`src/rtl/wb_pkg.sv`:
```
// wb_pkg: shared writeback types, widths and scoreboard mask helper
package wb_pkg;
  localparam int XLEN = 32;
  localparam int REG_ADDR_W = 5;
  typedef struct packed {
    logic [REG_ADDR_W-1:0] rd;
    logic [XLEN-1:0] data;
  } wb_req_t;
  function automatic logic [31:0] rd_mask(input logic [REG_ADDR_W-1:0] rd);
    return (32'd1 << rd) & ~32'd1;
  endfunction
endpackage

```
`src/rtl/wb_fifo.sv`:
```
// wb_fifo: synchronous FIFO of writeback requests with registered occupancy
module wb_fifo
  import wb_pkg::*;
#(
  parameter int DEPTH = 2
) (
  input  logic    clk,
  input  logic    rst,
  input  logic    push,
  input  logic    pop,
  input  wb_req_t din,
  output logic    full,
  output logic    empty,
  output wb_req_t head
);
  localparam int AW = $clog2(DEPTH);
  wb_req_t mem [DEPTH];
  logic [AW-1:0] wr_ptr, rd_ptr;
  logic [AW:0] count;
  assign full = count == (AW+1)'(DEPTH);
  assign empty = count == '0;
  assign head = mem[rd_ptr];
  always_ff @(posedge clk)
    if (push) mem[wr_ptr] <= din;
  always_ff @(posedge clk) begin
    if (rst) begin
      wr_ptr <= '0;
      rd_ptr <= '0;
      count <= '0;
    end else begin
      wr_ptr <= wr_ptr + AW'(push);
      rd_ptr <= rd_ptr + AW'(pop);
      count <= count + (AW+1)'(push) - (AW+1)'(pop);
    end
  end
endmodule

```
`src/rtl/wb_unit.sv`:
```
// wb_unit: writeback stage merging ALU and buffered LSU results into the
// register file write port, with long-op scoreboard and same-cycle bypass
module wb_unit #(
  parameter int XLEN = 32,
  parameter int LSU_DEPTH = 2
) (
  input  logic            clk,
  input  logic            rst,
  input  logic            alu_valid,
  input  logic [4:0]      alu_rd,
  input  logic [XLEN-1:0] alu_data,
  input  logic            lsu_valid,
  output logic            lsu_ready,
  input  logic [4:0]      lsu_rd,
  input  logic [XLEN-1:0] lsu_data,
  input  logic            sb_set,
  input  logic [4:0]      sb_rd,
  input  logic [4:0]      rs1,
  input  logic [4:0]      rs2,
  output logic            busy1,
  output logic            busy2,
  output logic            fwd1_hit,
  output logic            fwd2_hit,
  output logic [XLEN-1:0] fwd_data,
  output logic            wen,
  output logic [4:0]      waddr,
  output logic [XLEN-1:0] wdata
);
  import wb_pkg::*;
  wb_req_t alu_req, lsu_req, head, sel, wb_q;
  logic full, empty, push, pop, load;
  logic [31:0] pending, set_mask, clr_mask;
  assign alu_req = {alu_rd, alu_data};
  assign lsu_req = {lsu_rd, lsu_data};
  assign lsu_ready = !rst && !full;
  assign push = lsu_valid && lsu_ready;
  assign pop = !alu_valid && !empty;
  assign load = alu_valid || pop;
  assign sel = alu_valid ? alu_req : head;
  wb_fifo #(.DEPTH(LSU_DEPTH)) u_fifo (
    .clk(clk), .rst(rst), .push(push), .pop(pop), .din(lsu_req),
    .full(full), .empty(empty), .head(head)
  );
  always_ff @(posedge clk) begin
    if (rst) begin
      wen <= 1'b0;
      wb_q <= '0;
    end else begin
      wen <= load && sel.rd != '0;
      if (load) wb_q <= sel;
    end
  end
  assign set_mask = sb_set ? rd_mask(sb_rd) : '0;
  assign clr_mask = pop ? rd_mask(head.rd) : '0;
  // set is applied after clear so a relaunch to the same rd stays pending
  always_ff @(posedge clk)
    if (rst) pending <= '0;
    else pending <= (pending & ~clr_mask) | set_mask;
  assign waddr = wb_q.rd;
  assign wdata = wb_q.data;
  assign fwd_data = wdata;
  assign busy1 = pending[rs1];
  assign busy2 = pending[rs2];
  assign fwd1_hit = wen && waddr == rs1 && rs1 != '0;
  assign fwd2_hit = wen && waddr == rs2 && rs2 != '0;
endmodule

```
`config.mk`:
```
export PLATFORM = sky130hd
export DESIGN_NAME = wb_unit
export DESIGN_NICKNAME = d
export VERILOG_FILES = /design/src/rtl/wb_pkg.sv /design/src/rtl/wb_fifo.sv /design/src/rtl/wb_unit.sv
export SDC_FILE = /design/constraint.sdc
export NUM_CORES = 1
export LEC_CHECK = 0
export ABC_AREA = 1
export CAP_MARGIN = 20
export CORE_MARGIN = 2
export CORE_UTILIZATION = 33
export CTS_BUF_LIST = sky130_fd_sc_hd__clkbuf_8
export DETAILED_ROUTE_END_ITERATION = 7
export SYNTH_ARGS = -nofsm -noshare
export SYNTH_HDL_FRONTEND = slang
export SYNTH_HIERARCHICAL = 1
export SYNTH_SLANG_ARGS = --single-unit
```
`constraint.sdc`:
```
create_clock -name clk -period 3.1 [get_ports clk]
set_clock_uncertainty 0.15 [all_clocks]
set_input_delay 0.775 -clock clk [delete_from_list [all_inputs] [get_ports clk]]
set_output_delay 0.775 -clock clk [all_outputs]
set_load 0.01 [all_outputs]
```
# After elaboration in Yosys (flattened, before gate mapping)

Memories as Yosys holds them, arrays and structs flattened. A register that Yosys moved wholly into a read port is not among the register bits.
Cells that the tools add are included.

Register bits: 74
Memory bits (writable): 74
Bits of input ports: 94
Output and inout port bits: 75
Logic and storage cells: 49
Memories: 1

Memories:

| memory     | words | width | rd ports | clocked after Yosys merged registers in | wr ports | RTL line      | RTL |
|---|---|---|---|---|---|---|---|
| u_fifo.mem | 2     | 37    | 1        | 1                                       | 1        | wb_fifo.sv:17 | `wb_req_t mem [DEPTH];` |

$add $sub $neg: 4
Order comparisons: 2
Equal/unequal tests: 3
Shift-type cells: 2
Muxes and demuxes: 10
Bitwise logic cells: 3
Reductions and logical operators: 17

Operators with widths:

| cell                   | number |
|---|---|
| $mux W32               | 2 |
| $shl A1 B5 Y32 const A | 2 |
| $mux W37               | 1 |
| $and A32 B32 Y32       | 1 |
| $not A32 Y32           | 1 |
| $or A32 B32 Y32        | 1 |
| $reduce_bool A5 Y1     | 3 |
| $lt A5 B6 Y1 const B   | 2 |
| $bmux W1 S5            | 2 |
| $eq A5 B5 Y1           | 2 |
| $logic_and A1 B1 Y1    | 8 |
| $mux W1                | 5 |
| $logic_not A1 Y1       | 4 |
| $add A1 B1 Y1          | 2 |
| $add A2 B1 Y2          | 1 |
| $eq A2 B2 Y1 const B   | 1 |
| $logic_not A2 Y1       | 1 |
| $sub A2 B1 Y2          | 1 |
| $logic_or A1 B1 Y1     | 1 |

# Depth between registers and ports, before layout

Gate-level depths: netlist of run 1.

Depth after elaboration: 7
Mapped depth: 11
Depth with buffers taken out: 10

# Cells and area by module

The synthesis of run 1 kept the hierarchy.

By module, submodules not included:

| module  | times used | cells an instance | area an instance (sq um) | seq. area each (sq um) |
|---|---|---|---|---|
| wb_unit | 1          | 681               | 4270.3                   | 1381.3 |
| wb_fifo | 1          | 142               | 2964.1                   | 2302.2 |

# Worst setup path after synthesis of run 1

No wires, ideal clock.

Kind: input to register
Start point: in rst
End point: mem u_fifo/mem[0][0] in the netlist's numbering (enable)
Library setup time: 0.398 ns
Arrival: 2.215 ns
Path slack: 0.337 ns
Stages on the path: 3
Cells stage by stage: buf_6 nor3b_1 ha_1

Longest elaborated chain between the ends: 5

RTL lines:

| item                          | RTL line      | RTL |
|---|---|---|
| start: declaration            | wb_unit.sv:8  | `input logic rst,` |
| $logic_not A1 Y1              | wb_unit.sv:35 | `assign lsu_ready = !rst && !full;` |
| $logic_and A1 B1 Y1           | wb_unit.sv:35 |  |
| $logic_and A1 B1 Y1           | wb_unit.sv:36 | `assign push = lsu_valid && lsu_ready;` |
| via push                      | wb_unit.sv:31 | `logic full, empty, push, pop, load;` |
| $mux W1                       | wb_fifo.sv:24 | `if (push) mem[wr_ptr] <= din;` |
| $mux W1 (not written as such) | wb_fifo.sv:24 |  |
| end: declaration              | wb_fifo.sv:17 |  |

The timed path passes the listed nets, and every way through them passes these cells.

# Final worst setup path of run 1

Start point: in rs2[0]
End point: out busy2

Longest elaborated chain between the ends: 2

RTL lines:

| item                          | RTL line      | RTL |
|---|---|---|
| start: declaration            | wb_unit.sv:19 | `input logic [4:0] rs2,` |
| $bmux W1 S5                   | wb_unit.sv:63 | `assign busy2 = pending[rs2];` |
| $mux W1 (not written as such) | wb_unit.sv:63 |  |
| end: declaration              | wb_unit.sv:21 | `output logic busy2,` |

No other way between the ends. The select of a mux whose other input is x is not followed.

==> results of run 1 <==
-- state kept, by name, summed over array words and instances, names as in the netlist --
| name | cells |
|---|---|
| u_fifo/mem | 74 |
| fwd_data | 32 |
| pending | 31 |
| waddr | 5 |
| u_fifo/count | 2 |
| u_fifo/rd_ptr | 1 |
| u_fifo/wr_ptr | 1 |
| wen | 1 |
-- cell usage after synthesis (10+ instances only) --
| cell type | number |
|---|---|
| a21oi_1 | 39 |
| nand4_1 | 11 |
| nand3_1 | 99 |
| nor2_1 | 26 |
| o21ai_0 | 27 |
| inv_1 | 62 |
| buf_2 | 10 |
| mux2_4 | 20 |
| buf_6 | 12 |
| mux2_2 | 17 |
| buf_4 | 40 |
| nand2_1 | 256 |
| edfxtp_1 | 74 |
| dfxtp_1 | 73 |
-- repair_timing --
action                                  in CTS  in global routing
cloned                                       1                  0
hold endpoints to repair                     0                  0
endpoints found under the setup margin       4                  3
gates resized for setup                     13                 10
setup buffers                                0                  2
-- stage by stage --
step	power, mW	worst slack, ns	hold slack [ns]	setup TNS, ns
finish	5.88	0.0954	0.323	0
detailed placement	4.21	-0.387	0.311	-1.45
floorplan	3.58	0.337	0.290	0
CTS	5.94	0.00809	0.325	0
global route	6.20	0.0104	0.336	0
global placement	4.20	-0.408	0.304	-1.46
-- critical path, cell delays in order --
cell and delay, ns:
dlygate4sd2_1 0.29, bufbuf_16 0.29, nand2_1 0.06, nand3_1 0.10, nand3_1 0.07, nand2_1 0.06, nand2_1 0.04, nand2_1 0.06
nand2_1 0.05, nand2_1 0.06, clkdlybuf4s15_1 0.23
-- metal layers --
| metal | GRT usage | vias up | share of wire |
|---|---|---|---|
| met5 | 0 | - | 0 |
| met1 | 0.215 | 2814 | 0.43 |
| li1 | - | 2991 | - |
| met2 | 0.292 | 224 | 0.48 |
| met4 | 0.0579 | 0 | 0.025 |
| met3 | 0.0556 | 38 | 0.068 |
-- power by group through the flow --
stage | Clock [mW] | Combinational, mW | Sequential (mW)
finish | 1.73 | 1.78 | 2.37
detailed placement | 0 | 1.78 | 2.42
global route | 1.84 | 1.96 | 2.40
global placement | 0 | 1.78 | 2.42
CTS | 1.76 | 1.80 | 2.38
floorplan | 0 | 1.16 | 2.42
-- cells by family (layout without fill, tap and decap cells) --
logic type      after synthesis  count (layout)
xor+xnor                      4               4
fa+ha+maj                     4               4
buf+inv                     144             301
compound gates               85              85
simple gates                402             402
flops                       147             147
mux                          37              37
-- final timing paths --
check	start	to	slack (ns)	cells after the start
worst min-delay path	pending[5]$_SDFF_PP0_	pending[5]$_SDFF_PP0_	0.32	2
worst max register to register	u_fifo/rd_ptr$_SDFF_PP0_	pending[20]$_SDFF_PP0_	1.10	5
worst max-delay path	rs2[0]	busy2	0.1	11
worst min register to register	pending[5]$_SDFF_PP0_	pending[5]$_SDFF_PP0_	0.32	2
-- cell type report --
type                            count  share of cell area
Timing Repair Buffer              196               0.207
Clock buffer                       17              0.0247
Multi-Input combinational cell    532               0.290
Tap cell                          280              0.0369
Clock inverter                     15              0.0232
Sequential cell                   147               0.388
Inverter                           73              0.0305
==> key figures, run 1 <==
Critical path
  – Data required time at the worst endpoint: 2.17 ns
  – Crit Path Category: primary input to output pin
  – Critical path arrival: 2.08 ns
  – Crit Path Max Fanout: 9
  – Setup crit end kind: output pin
  – CP startpoint kind: primary input

Placement
  – GPL Wtd Cong: 0.878
  – Area after DPL: 8980 µm²
  – Post-DP HPWL: 14100 µm
  – Placed Instances: 1225
  – Port Buf Inserts: 168

Final layout
  – Fillcell total: 2168
  – Most frequent cells in the layout: nand2_1, clkdlybuf4s50_1, nand3_1
  – Final core utilization: 0.438
  – Area growth syn-to-layout: 31.2%
  – Multi-input gate area: 2750 µm²
  – Most common cell after layout, fill and taps aside: nand2_1
  – Layout Cells excl Fill: 1260
  – Fraction of layout cells with a size suffix above 1: 0.124
  – Register area: 3680 µm²
  – # diodes: 0
  – Layout Nets: 1065
  – Post-route cell area: 9490 µm²

Global route
  – Largest net degree at the start of global routing: 38
  – Antenna violations before repair: 0
  – Total grt overflow: 0
  – GRT Total Usage: 0.175
  – Vias in the first global route: 6095
  – First-pass GRT wire length: 32400 µm

Synth
  – Mux contribution to synthesized area: 0.0680
  – Top-area cell type share of the netlist area: 0.307
  – Ys async rst share: 0
  – Synth Area in Compound Gates: 0.0647
  – Yosys cell types: 34
  – Post-synthesis cell area: 7230 µm²
  – Largest family of logic cells by synthesized area: simple AND/OR/NAND/NOR gates
  – Synth Flop Type: edfxtp_1
  – Yosys Warn Count: 6
  – Syn Nets: 921
  – Synth Register Bits: 147
  – Synth area leader: edfxtp_1
  – Simple-Gate Fraction of Synth Area: 0.235
  – Dominant cells by area after synthesis: edfxtp_1, dfxtp_1, nand2_1
  – Gate Count Post-Synth: 823
  – Xor and xnor fraction of the mapped netlist area: 0.00484
  – Post-synthesis adder-cell area fraction: 0.00692
  – Avg Inst Size Synth: 8.79 µm²
  – Post-synth EDFFs: 74
  – Sequential-to-total area share from yosys stat: 0.509

Timing
  – Worst slew pin tran: 0.601 ns
  – Final period util: 0.969
  – Max-slew violations: 0
  – Final Hold Vio Count: 0
  – Worst slew margin: 0.599
  – Fmax: 0.333 GHz
  – Final setup viols: 0
  – Min cycle time layout: 3.00 ns
  – Unrepaired setup endpoints after global routing: no

Detailed routing
  – Initial DRT Pass Iterations: 7
  – DRC Markers: 0
  – DR vias/cell: 4.82
  – WL/cell: 15.8 µm
  – DRT iter0 DRCs: 359
  – Final ANT Viol Nets: 0
  – DR vias: 6067
  – WL final: 19900 µm

Job
  – Maxcap violations: 0

Floorplanning
  – Die Wd: 152 µm
  – Core area: 21700 µm²
  – Die area: 23100 µm²
  – Die Y: 152 µm
  – I/O pin count: 169
  – Starting density of the core: 0.334
  – # rows: 54

Pwr
  – Leak: 3.82 nW
  – Psw: 1.89 mW
  – Int Pwr: 3.99 mW
  – VDD IR max: 0.386 mV
  – PwrDens: 619 nW/µm²
  – Sequential power share: 0.404
  – Net Sw Frac: 0.322
  – Clock power frac: 0.294
  – Combinational Power Share: 0.302

Clock network
  – Clock latency on the worst-skew pair: 0.45 ns
  – Clk buf depth: 2
  – CTS tree: built
  – Worst-path clk slew: 0.09 ns
  – Num CTS Buffers: 17
  – H-tree Lvls: 4
  – Hold-fix buffers, CTS: 0
  – Clock Sinks: 147
  – Root Driver: clkbuf_8

Min path
  – Worst Hold Class: flip-flop to flip-flop

Run status
  – Status: completed
No activity file was read; power rests on OpenSTA's default activity.
==> run 2, diff against run 1 <==
--- a/config.mk
+++ b/config.mk
@@ -11,6 +11,7 @@
 export CORE_UTILIZATION = 33
 export CTS_BUF_LIST = sky130_fd_sc_hd__clkbuf_8
 export DETAILED_ROUTE_END_ITERATION = 7
+export SLEW_MARGIN = 20
 export SYNTH_ARGS = -nofsm -noshare
 export SYNTH_HDL_FRONTEND = slang
 export SYNTH_HIERARCHICAL = 1
==> results of run 2 <==
Final layout, timing and power as in run 1 (identical DEF).
==> run 3, diff against run 2 <==
--- a/config.mk
+++ b/config.mk
@@ -11,6 +11,7 @@
 export CORE_UTILIZATION = 33
 export CTS_BUF_LIST = sky130_fd_sc_hd__clkbuf_8
 export DETAILED_ROUTE_END_ITERATION = 7
+export SKIP_CTS_REPAIR_TIMING = 1
 export SLEW_MARGIN = 20
 export SYNTH_ARGS = -nofsm -noshare
 export SYNTH_HDL_FRONTEND = slang
==> run 3 against run 2 <==
Via count fell by 0.12%. Wire length is 0.52% lower. Fmax shrank 0.48%. Non-clock buffer count down 2. Power barely moved. Sequential power about the same. Die area stayed put. Clock power hardly changed. Critical endpoint is now fwd2_hit. Worst hold slack barely moved. Critical path depth shrank 4. Clock-buffer cell count unchanged. Cell area is essentially flat.
==> key figures, run 3 (synthesis gave the netlist of run 1 again) <==
Run status
  – Status: completed (unchanged)

Clock network
  – H-tree Lvls: 4 (unchanged)
  – Clock latency on the worst-skew pair: 0.45 ns (about the same)
  – CTS tree: built (unchanged)
  – Worst-path clk slew: 0.09 ns (about the same)
  – Clk buf depth: 2 (unchanged)
  – Root Driver: clkbuf_8 (unchanged)
  – Clock Sinks: 147 (unchanged)
  – Num CTS Buffers: 17 (unchanged)

Floorplanning
  – I/O pin count: 169 (unchanged)
  – # rows: 54 (unchanged)
  – Die Wd: 152 µm (unchanged)
  – Core area: 21700 µm² (unchanged)
  – Die Y: 152 µm (unchanged)
  – Starting density of the core: 0.334 (unchanged)
  – Die area: 23100 µm² (unchanged)

Global route
  – Vias in the first global route: 6072 (was 6095)
  – Antenna violations before repair: 0 (unchanged)
  – Total grt overflow: 0 (unchanged)
  – Largest net degree at the start of global routing: 38 (unchanged)
  – GRT Total Usage: 0.174 (was 0.175)
  – First-pass GRT wire length: 32200 µm (was 32400 µm)

Final layout
  – Fillcell total: 2160 (was 2168)
  – Layout Nets: 1063 (was 1065)
  – Register area: 3680 µm² (unchanged)
  – Post-route cell area: 9490 µm² (about the same)
  – Final core utilization: 0.437 (was 0.438)
  – Top reg by flops: u_fifo/mem (unchanged)
  – Most common cell after layout, fill and taps aside: nand2_1 (unchanged)
  – Area growth syn-to-layout: 31.1% (was 31.2%)
  – Fraction of layout cells with a size suffix above 1: 0.121 (was 0.124)
  – Most frequent cells in the layout: nand2_1, clkdlybuf4s50_1, nand3_1 (unchanged)
  – Max reg flops: 74 (unchanged)
  – # diodes: 0 (unchanged)
  – Multi-input gate area: 2750 µm² (unchanged)

Detailed routing
  – DR vias: 6060 (was 6067)
  – Final ANT Viol Nets: 0 (unchanged)
  – WL final: 19800 µm (was 19900 µm)
  – DR vias/cell: 4.82 (about the same)
  – Initial DRT Pass Iterations: 5 (was 7)
  – WL/cell: 15.8 µm (about the same)
  – DRC Markers: 0 (unchanged)
  – DRT iter0 DRCs: 336 (was 359)

Min path
  – Worst Hold Class: flip-flop to flip-flop (unchanged)
  – Worst Hold Launch: pending[5]$_SDFF_PP0_ (unchanged)
  – Min-Delay Path Depth: 2 (unchanged)
  – Hold Path End: pending[5]$_SDFF_PP0_ (unchanged)

Timing
  – Max-slew violations: 0 (unchanged)
  – Final setup viols: 0 (unchanged)
  – Final Hold Vio Count: 0 (unchanged)
  – Fin worst setup slack: 0.0808 ns (was 0.0954 ns)
  – Min cycle time layout: 3.02 ns (was 3.00 ns)
  – Hold slack: 0.323 ns (about the same)
  – Worst slew margin: 0.602 (was 0.599)
  – Unrepaired setup endpoints after global routing: no (unchanged)
  – Worst slew pin tran: 0.598 ns (was 0.601 ns)
  – Fmax: 0.331 GHz (was 0.333 GHz)
  – Final period util: 0.974 (was 0.969)

Pwr
  – VDD IR max: 0.386 mV (about the same)
  – Pwr Total: 5.87 mW (was 5.88 mW)
  – PwrDens: 619 nW/µm² (about the same)
  – Leak: 3.87 nW (was 3.82 nW)

Placement
  – Area after DPL: 8980 µm² (unchanged)
  – Post-DP HPWL: 14100 µm (unchanged)
  – Port Buf Inserts: 168 (unchanged)
  – GPL Wtd Cong: 0.878 (unchanged)
  – Setup WS pre-CTS: -0.387 ns (unchanged)

Critical path
  – Worst reg2reg startpoint: u_fifo/rd_ptr$_SDFF_PP0_ (unchanged)
  – CP max stage cell: clkdlybuf4s50_1 (was dlygate4sd2_1)
  – Setup slack, reg-to-reg: 1.10 ns (about the same)
  – Crit Path Category: primary input to output pin (unchanged)
  – R2R cell count: 5 (unchanged)
  – Crit Path Max Fanout: 9 (unchanged)
  – Bufs and invs on worst path: 3 (unchanged)
  – CP startpoint kind: primary input (unchanged)
  – Delay of the slowest critical-path stage: 0.48 ns (was 0.29 ns)
  – Worst-path cell chain: clkdlybuf4s50_1 > inv_2 > nand2_1 > a21oi_1 > nand4_1 > nor3_2 > dlymetal6s2s_1 (was dlygate4sd2_1 > bufbuf_16 > nand2_1 > nand3_1 > nand3_1 > nand2_1 > nand2_1 > nand2_1 > nand2_1 > nand2_1 > clkdlybuf4s15_1)
  – CP startpoint: rs2[1] (was rs2[0])
  – Critical path arrival: 2.09 ns (was 2.08 ns)
  – Setup crit end kind: output pin (unchanged)
  – Data required time at the worst endpoint: 2.17 ns (about the same)
  – Reg-to-Reg End: pending[20]$_SDFF_PP0_ (unchanged)
  – Top delay family on crit path: buffers and inverters (unchanged)

Job
  – Maxcap violations: 0 (unchanged)
## run 3: cell count changes in the layout (fill, tap and decap cells not counted), moves of 2 or more
cell / previous run / this run
clkbuf_2: 2 / 0
clkdlybuf4s50_1: 158 / 160
clkdlybuf4s15_1: 2 / 0
dlygate4sd2_1: 3 / 0
dlymetal6s2s_1: 2 / 7
## run 3: per-layer routing
layer  share of wire  up-vias  track usage
li1                -     2983            -
met1            0.43     2824        0.213
met2            0.48      215        0.290
met3           0.068       38       0.0562
met4           0.025        0       0.0579
met5               0        -            0
## run 3: layout make-up
cell class	count	share of cell area
clock buffer	17	0.0247
multi-input combinational	532	0.290
inverter	73	0.0299
sequential	147	0.388
timing repair buffer	194	0.207
tap	280	0.0369
clock inverter	15	0.0232
## run 3: worst max-delay path by stage
stage,to,slack (ns),depth (start not counted)
2_1_floorplan,u_fifo/mem[0][0]$_DFFE_PP_,0.34,3
3_3_place_gp,fwd2_hit,-0.41,8
3_5_place_dp,fwd2_hit,-0.39,8
4_1_cts,fwd2_hit,-0.39,8
5_1_grt,fwd2_hit,0.01,7
6_report,fwd2_hit,0.08,7
## run 3: metrics by stage
| stage | setup TNS, ns | std cells |
|---|---|---|
| 2_1_floorplan | 0 | 823 |
| 3_3_place_gp | -1.46 | 1225 |
| 3_5_place_dp | -1.45 | 1225 |
| 4_1_cts | -1.48 | 1257 |
| 5_1_grt | 0 | 1258 |
| 6_report | 0 | 1258 |
## run 3: worst min-delay path, delay by kind of cell, from the launching register on
family / cells / cell delay (ns)
flip-flops: 1 / 0.33
AO/OA/AOI/OAI: 2 / 0.10
## run 3: report_power, final
group          leakage, nW  internal, mW  switching (mW)
Sequential            1.28          2.24           0.134
Clock                0.236         0.909           0.813
Combinational         2.36         0.834           0.940
Total                 3.87          3.99            1.89
